`src/rtl/div_unit.sv`:
```
// Iterative radix-2 restoring divider for RV32M DIV/DIVU/REM/REMU.
// Optional early-out for |rs1| < |rs2| when DIV_EARLY_OUT_EN is defined.
module div_unit #(
    parameter int XLEN  = 32,
    parameter int CNT_W = 6
) (
    input  logic            clk,
    input  logic            rst_n,
    input  logic            div_start,
    input  logic [2:0]      div_op,
    input  logic [XLEN-1:0] rs1_val,
    input  logic [XLEN-1:0] rs2_val,
    input  logic [4:0]      rd_in,
    input  logic            flush,
    output logic            busy,
    output logic            done,
    output logic [XLEN-1:0] result,
    output logic [4:0]      rd_out
);

    typedef enum logic [1:0] {IDLE, CALC, FIX, DONE} state_t;

    localparam logic [CNT_W-1:0] LAST = CNT_W'(XLEN - 1);
    localparam logic [XLEN-1:0]  MINV = {1'b1, {(XLEN-1){1'b0}}};

    state_t            state, state_nxt;
    logic [CNT_W-1:0]  cnt;
    logic [XLEN-1:0]   rem, quo, dvs;
    logic              is_rem, q_neg, r_neg;

    logic              accept, sgn, s1, s2;
    logic              zero_div, ovf, early, special;
    logic [XLEN-1:0]   mag1, mag2, q_fix, r_fix;
    logic [XLEN:0]     rem_sh, diff;

    assign accept   = (state == IDLE) && div_start && div_op[2] && !flush;
    assign sgn      = !div_op[0];
    assign s1       = sgn & rs1_val[XLEN-1];
    assign s2       = sgn & rs2_val[XLEN-1];
    assign mag1     = s1 ? -rs1_val : rs1_val;
    assign mag2     = s2 ? -rs2_val : rs2_val;
    assign zero_div = (rs2_val == '0);
    assign ovf      = sgn && (rs1_val == MINV) && (rs2_val == '1);
`ifdef DIV_EARLY_OUT_EN
    assign early    = !zero_div && !ovf && (mag1 < mag2);
`else
    assign early    = 1'b0;
`endif
    assign special  = zero_div | ovf | early;

    // 33-bit trial subtraction; the sign bit decides restore vs keep
    assign rem_sh = {rem, quo[XLEN-1]};
    assign diff   = rem_sh - {1'b0, dvs};

    assign q_fix = q_neg ? -quo : quo;
    assign r_fix = r_neg ? -rem : rem;

    assign busy = (state != IDLE);
    assign done = (state == DONE);

    always_comb begin
        state_nxt = state;
        case (state)
            IDLE: if (accept) state_nxt = special ? FIX : CALC;
            CALC: begin
                if (flush)            state_nxt = IDLE;
                else if (cnt == LAST) state_nxt = FIX;
            end
            FIX:     state_nxt = flush ? IDLE : DONE;
            DONE:    state_nxt = IDLE;
            default: state_nxt = IDLE;
        endcase
    end

    always_ff @(posedge clk or negedge rst_n) begin
        if (!rst_n) state <= IDLE;
        else        state <= state_nxt;
    end

    always_ff @(posedge clk or negedge rst_n) begin
        if (!rst_n) begin
            cnt    <= '0;
            rem    <= '0;
            quo    <= '0;
            dvs    <= '0;
            is_rem <= 1'b0;
            q_neg  <= 1'b0;
            r_neg  <= 1'b0;
            result <= '0;
            rd_out <= '0;
        end else begin
            case (state)
                IDLE: if (accept) begin
                    is_rem <= div_op[1];
                    rd_out <= rd_in;
                    cnt    <= '0;
                    dvs    <= mag2;
                    // Special cases preload final values with no sign fix-up
                    if (zero_div) begin
                        quo   <= '1;
                        rem   <= rs1_val;
                        q_neg <= 1'b0;
                        r_neg <= 1'b0;
                    end else if (ovf) begin
                        quo   <= MINV;
                        rem   <= '0;
                        q_neg <= 1'b0;
                        r_neg <= 1'b0;
                    end else if (early) begin
                        quo   <= '0;
                        rem   <= rs1_val;
                        q_neg <= 1'b0;
                        r_neg <= 1'b0;
                    end else begin
                        quo   <= mag1;
                        rem   <= '0;
                        q_neg <= s1 ^ s2;
                        r_neg <= s1;
                    end
                end
                CALC: if (!flush) begin
                    quo <= {quo[XLEN-2:0], !diff[XLEN]};
                    rem <= diff[XLEN] ? rem_sh[XLEN-1:0] : diff[XLEN-1:0];
                    cnt <= cnt + 1'b1;
                end
                FIX: if (!flush) result <= is_rem ? r_fix : q_fix;
                default: ;
            endcase
        end
    end

endmodule

```
`config.mk`:
```
export PLATFORM = sky130hd
export DESIGN_NAME = div_unit
export DESIGN_NICKNAME = d
export VERILOG_FILES = /design/src/rtl/div_unit.sv
export SDC_FILE = /design/constraint.sdc
export NUM_CORES = 1
export LEC_CHECK = 0
export CELL_PAD_IN_SITES_DETAIL_PLACEMENT = 1
export CELL_PAD_IN_SITES_GLOBAL_PLACEMENT = 2
export CORE_ASPECT_RATIO = 1.2
export CORE_MARGIN = 4
export CORE_UTILIZATION = 35
export CTS_CLUSTER_DIAMETER = 150
export CTS_CLUSTER_SIZE = 28
export DETAILED_ROUTE_END_ITERATION = 6
export GPL_TIMING_DRIVEN = 0
export PLACE_DENSITY_LB_ADDON = 0.1
export SETUP_SLACK_MARGIN = 0.3
export SLEW_MARGIN = 20
export SYNTH_ARGS = -nofsm -noshare
export SYNTH_HDL_FRONTEND = slang
export SYNTH_SLANG_ARGS = --single-unit
```
`constraint.sdc`:
```
create_clock -name clk -period 3.81 [get_ports clk]
set_clock_uncertainty 0.1 [all_clocks]
set_input_delay 0.762 -clock clk [delete_from_list [all_inputs] [get_ports clk]]
set_output_delay 0.762 -clock clk [all_outputs]
set_load 0.02 [all_outputs]
```
==> metrics.csv, run 1 <==
metric,value,unit
syn_avg_cell_area,7.917,um2
synth_flop_cell,dfrtp_1,
netlist_instances,1425,
synth_area_leaders,"dfrtp_1, nand2_1, o21ai_0, xnor2_1, xor2_1",
leakagePower,0.005671,uW
avgRoutedWirePerCell,20.93,um
worstPathRequired,4.00,ns
min_path_type,primary input to async pin,
grt_max_degree,78,
routed_via_density,5.486,
power_density,642.2,mW/mm2
insertion_delay,0.44,ns
coreArea,0.03154,mm2
startpoint_type,flip-flop,
slowest_delay,0.43,ns
crit_path_end_kind,flip-flop,
netlist-cell-type-count,80,
synth_top_area_cell,dfrtp_1,
ff2ff_path_depth,15,
dr.pass1.iters,5,
postRouteAntennaNets,0,
port_buffers,112,
cts_root_buf,clkbuf_16,
rsz0062_at_grt,true,
grt_remaining_overflow,0,
h-tree-depth,4,
worstMarginPinSlew,0.9858,ns
critPathSlowestCell,a2111o_1,
slew_headroom,0.3428,
die-area,0.03518,mm2
syn-num-nets,1540,
synth_warnings,0,
die_x,171.9,um
cp_max_fo,5,
setup_ws,0.3520,ns
reg2reg_slack,0.35,ns
first_global_vias,11340,
final_util,0.4513,
grt_pass1_wl,64.66,mm
finalWeightedCongestion,0.8752,
synthDominantCellAreaShare,0.3194,
drv_slew,0,
crit_start,quo[31]$_DFFE_PN0P_,
initial_core_util,0.3577,
path_cells,inv_4 > ha_4 > fa_2 > nand2b_4 > a21o_1 > a2111o_1 > nand3b_1 > o211ai_1 > a221oi_4 > buf_12 > buf_12 > buf_16 > mux2_4 > a22oi_2 > o21ai_1,
antenna_found_initial,0,
dr.first_iter.drc_count,611,
ios,115,
clk_pin_slew_worst_paths,0.06,ns
min_period,3.458,ns
ys_seq_area_frac,0.3194,
max_freq,0.2892,GHz
path_class,flip-flop to flip-flop,
area_growth_syn_to_layout,26.14,%
r2r_end,rem[18]$_DFFE_PN0P_,
grtUsageMet3,0.02876,
dp_hpwl,33.33,mm
grt_util_met1,0.2842,
peakVddDrop,0.3058,mV
synth_edf_count,0,
fin_crit_sh,0.9076,
ys_async_sr_fraction,1.000,
die_h,204.7,um
tritoncts,yes,
drc,0,
grtUsageMet2,0.4295,
outcome,completed,
core.rowCount,71,
syn_area,0.01128,mm2
track_usage,0.2370,
finalSetupViolations,0,
num-fill-cells,3734,
clockBufferDepth,2,
r2r_start,quo[31]$_DFFE_PN0P_,
arrival,3.65,ns
finalHoldViolations,0,
clock_sinks,144,
cts_made_buffers,17,
antennaDiodeCount,0,
dr_total_vias,10930,
cpMostUsedCell,buf_12,
busiest_layer,met2,
maxCapViolCount,0,
pre_cts_ws,-0.7401,ns
drt_wl_total,41.72,mm
synth_seq_cells,144,
layout.nets,1696,
drive_above_1_share,0.1124,
-- worst max-delay path: cells and delay by family, from the launching register on --
kind            cells  cell delay (ns)
compound gates      6             1.26
fa+ha+maj           2             0.52
buf+inv             4             0.46
flops               1             0.37
simple gates        2             0.32
mux                 1             0.30
-- cell type report --
class	count	area [um2]	share of cell area
plain buffers	78	372.9	0.02620
clock buffers	25	525.5	0.03693
clock inverters	5	75.07	0.005275
inverters	50	190.2	0.01336
multi-input cells	1153	7540	0.5298
flip-flops and latches	144	3617	0.2542
well taps	401	501.7	0.03526
repair buffers	137	1409	0.09900
-- cell families (layout without fill, tap and decap cells) --
group,after synthesis,count (layout),share of synthesized area
muxes,32,32,0.03028
AOI/OAI and AO/OA,411,411,0.2282
buffers and inverters,128,295,0.04691
and+or+nand+nor,524,524,0.2171
adders and majority gates,39,39,0.04392
DFF,144,144,0.3194
xor gates and xnor gates,147,147,0.1141
-- synth_stat cells, drive strengths merged (17+ instances only) --
library cell and count:
o31ai 24, a21oi 80, inv 50, xor2 69, mux2 17, nand3 31
buf 19, clkbuf 59, o211ai 18, xnor2 78, a22oi 18, o21ai 164
nand4 20, nor2 143, nor3 19, nand2 212, a31oi 18, ha 38
dfrtp 144
-- worst max path at each step --
| stage | cells after the start | slack (ns) | endpoint |
|---|---|---|---|
| CTS | 15 | 0.21 | rem[15]$_DFFE_PN0P_ |
| finish | 15 | 0.35 | rem[18]$_DFFE_PN0P_ |
| floorplan | 13 | 0.54 | rem[23]$_DFFE_PN0P_ |
| global placement | 1 | -4.28 | dvs[25]$_DFFE_PN0P_ |
| detailed placement | 8 | -0.74 | rem[1]$_DFFE_PN0P_ |
| global route | 13 | 0.22 | rem[18]$_DFFE_PN0P_ |
-- state kept, by name (all words and copies together) (netlist names) --
name,count
result,32
cnt,6
rem,32
state,2
rd_out,5
dvs,32
is_rem,1
quo,32
r_neg,1
q_neg,1
-- per-stage QoR --
step	setup TNS, ns	cell area (um2)	total power [uW]	cells	hold WS, ns
6_report	0	14230	9139	1993	0.2063
5_1_grt	0	14230	9793	1993	0.2465
4_1_cts	0	13970	8985	1988	0.2250
3_5_place_dp	-33.43	12950	6510	1940	0.3665
3_3_place_gp	-654.03	12900	6419	1938	0.3573
2_1_floorplan	0	11280	5249	1425	0.3498
-- power breakdown --
part | switching (uW) | internal [uW] | leakage, uW
Sequential | 512 | 1830 | 0.00183
Combinational | 2660 | 2420 | 0.00354
Clock | 648 | 1080 | 0.000301
-- routing by layer --
| metal | wire length, um | part of all wire | vias up |
|---|---|---|---|
| li1 | - | - | 5394 |
| met1 | 17760 | 0.43 | 5263 |
| met2 | 21260 | 0.51 | 207 |
| met3 | 1195 | 0.029 | 69 |
| met4 | 1497 | 0.036 | 0 |
| met5 | 0 | 0 | - |
-- cell usage in the layout (no fill, tap or decap), drive strengths merged, types with 11 or more instances in the layout --
master,count
a2111oi,12
a21oi,80
a22oi,18
a31oi,18
buf,42
clkbuf,87
clkdlybuf4s50,107
dfrtp,144
ha,38
inv,50
mux2,17
mux2i,15
nand2,212
nand2b,14
nand3,31
nand4,20
nor2,143
nor2b,13
nor3,19
nor4,14
o211ai,18
o21ai,164
o22ai,13
o31ai,24
o41ai,14
or4,11
xnor2,78
xor2,69
-- repair_timing --
action                                  CTS  global route
resized for setup                        62            70
pin swaps                                16            27
buffers inserted                         15             5
hold buffers                              0             0
gates cloned                              3             0
endpoints found under the setup margin   68            63
(Power assumes the default switching activity.)
==> run 2: changes to the inputs <==
SLEW_MARGIN = not set   (was 20)
==> run 2 against run 1 <==
- core utilization barely moved
- largest power group unchanged
- critical path depth is 3 lower
- combinational power barely moved
- count of clock-buffer cells in the layout stayed put
- critical endpoint is now rem[4]$_DFFE_PN0P_
- register-to-register slack barely moved
- routed wire length shrank 0.31%
- power shrank 0.29%
==> metrics.csv, run 2 (same netlist as run 1, synthesis figures left out) <==
metric,value,unit,change
dr_wl_met2,21.32,mm,+0.28%
drc,0,,unchanged
clock_sinks,144,,unchanged
crit_start,rem[6]$_DFFE_PN0P_,,
dr_total_vias,10920,,-0.15%
place_inst,1940,,unchanged
arrival,3.64,ns,about the same
initial_core_util,0.3577,,unchanged
core.rowCount,71,,unchanged
fin_crit_sh,0.9038,,-0.003829
slew_headroom,0.3115,,-0.03133
drv_slew,0,,unchanged
hold_slack,0.2640,ns,+0.05767 ns
grt_max_degree,78,,unchanged
met1_length,17.54,mm,-1.2%
rsz0062_at_grt,true,,
h-tree-depth,4,,unchanged
avgRoutedWirePerCell,20.85,um,-0.41%
path_class,flip-flop to flip-flop,,
leakagePower,0.005677,uW,+0.10%
wl_met3,1.209,mm,+1.2%
min_period,3.443,ns,-0.01459 ns
power_density,640.2,mW/mm2,-0.32%
num-fill-cells,3798,,+1.7%
antennaDiodeCount,0,,unchanged
dr.pass1.iters,4,,-1
first_global_vias,11400,,+0.52%
r2r_start,rem[6]$_DFFE_PN0P_,,
cts_made_buffers,17,,unchanged
layout_commonest_cell,nand2_1,,
crit_path_end_kind,flip-flop,,
insertion_delay,0.43,ns,about the same
port_buffers,112,,unchanged
track_usage,0.2366,,-0.0003868
dr.first_iter.drc_count,529,,-13%
postRouteAntennaNets,0,,unchanged
clk_pin_slew_worst_paths,0.06,ns,about the same
reg2reg_slack,0.37,ns,about the same
maxCapViolCount,0,,unchanged
startpoint_type,flip-flop,,
max_freq,0.2904,GHz,+0.42%
worstPathRequired,4.01,ns,about the same
min_path_type,primary input to async pin,,
die_h,204.7,um,unchanged
ff2ff_path_depth,12,,-3
coreArea,0.03154,mm2,unchanged
ff_latch_area,0.003617,mm2,unchanged
die_x,171.9,um,unchanged
ios,115,,unchanged
cts_root_buf,clkbuf_16,,
clockBufferDepth,2,,unchanged
finalWeightedCongestion,0.8752,,unchanged
final_cell_mix,"nand2_1, nor2_1, o21ai_0",,
dp_hpwl,33.32,mm,about the same
layout.nets,1698,,+0.12%
drive_above_1_share,0.1104,,-0.002023
stdcell_count,1995,,+0.10%
peakVddDrop,0.3063,mV,+0.16%
routed_via_density,5.472,,-0.25%
tritoncts,yes,,
area_growth_syn_to_layout,26.17,%,about the same
die-area,0.03518,mm2,unchanged
crit_end,rem[4]$_DFFE_PN0P_,,
worstMarginPinSlew,1.033,ns,+0.04700 ns
r2r_end,rem[4]$_DFFE_PN0P_,,
antenna_found_initial,0,,unchanged
top_layer,met4,,
outcome,completed,,
finalSetupViolations,0,,unchanged
grt_remaining_overflow,0,,unchanged
drt_wl_total,41.59,mm,-0.31%
finalHoldViolations,0,,unchanged
cp_max_fo,5,,unchanged
multi_input_comb_area,0.007507,mm2,-0.43%
grt_pass1_wl,64.56,mm,-0.16%
## run 2: metrics by stage
step	worst slack (ns)	power (uW)	TNS [ns]	utilization	area (um2)
after floorplan	0.5380	5249	0	-	11280
after global placement	-4.283	6419	-654.03	0.4092	12900
after detailed placement	-0.7580	6506	-34.41	0.4106	12950
after CTS	0.2543	8920	0	0.4419	13940
after global routing	0.2648	9762	0	0.4514	14230
final	0.3666	9113	0	0.4514	14230
## run 2: metal layers
layer	vias up	global-route usage
met5	-	0
met4	0	0.08397
met3	68	0.03223
met2	205	0.4316
met1	5255	0.2811
li1	5389	-
## run 2: final cells by class
cell class	instances	area share
Clock buffer	25	0.03692
Buffer	78	0.02681
Tap cell	401	0.03525
Multi-Input combinational cell	1153	0.5274
Timing Repair Buffer	139	0.1009
Clock inverter	5	0.005274
Sequential cell	144	0.2541
Inverter	50	0.01336
## run 2: how the worst min path moves through the flow
stage / startpoint / endpoint / slack (ns)
finish: rst_n / result[2]$_DFFE_PN0P_ / 0.26
global route: rst_n / result[2]$_DFFE_PN0P_ / 0.32
CTS: rst_n / result[2]$_DFFE_PN0P_ / 0.29
detailed placement: rd_out[3]$_DFFE_PN0P_ / rd_out[3]$_DFFE_PN0P_ / 0.37
global placement: rd_out[3]$_DFFE_PN0P_ / rd_out[3]$_DFFE_PN0P_ / 0.36
floorplan: dvs[10]$_DFFE_PN0P_ / dvs[10]$_DFFE_PN0P_ / 0.35
## run 2: critical path: stages (launching register included)
cell	delay [ns]
dfrtp_1	0.49
ha_1	0.41
o21a_1	0.14
o211ai_1	0.31
a2111o_1	0.23
nand3b_1	0.14
o21a_2	0.29
a221oi_4	0.34
buf_12	0.18
buf_8	0.11
mux2_4	0.30
a22oi_2	0.17
o21ai_1	0.09
## run 2: report_power, final
part / switching, uW / internal [uW]
combinational: 2650 / 2410
clock: 643 / 1080
sequential: 504 / 1830
total: 3800 / 5320
## run 2: repair_timing
action | 4_1_cts | 5_1_grt
cloned | 3 | 0
hold buffers | 0 | 0
setup endpoints to repair | 68 | 65
buffers inserted | 12 | 10
pin swaps | 17 | 17
resized for setup | 64 | 68
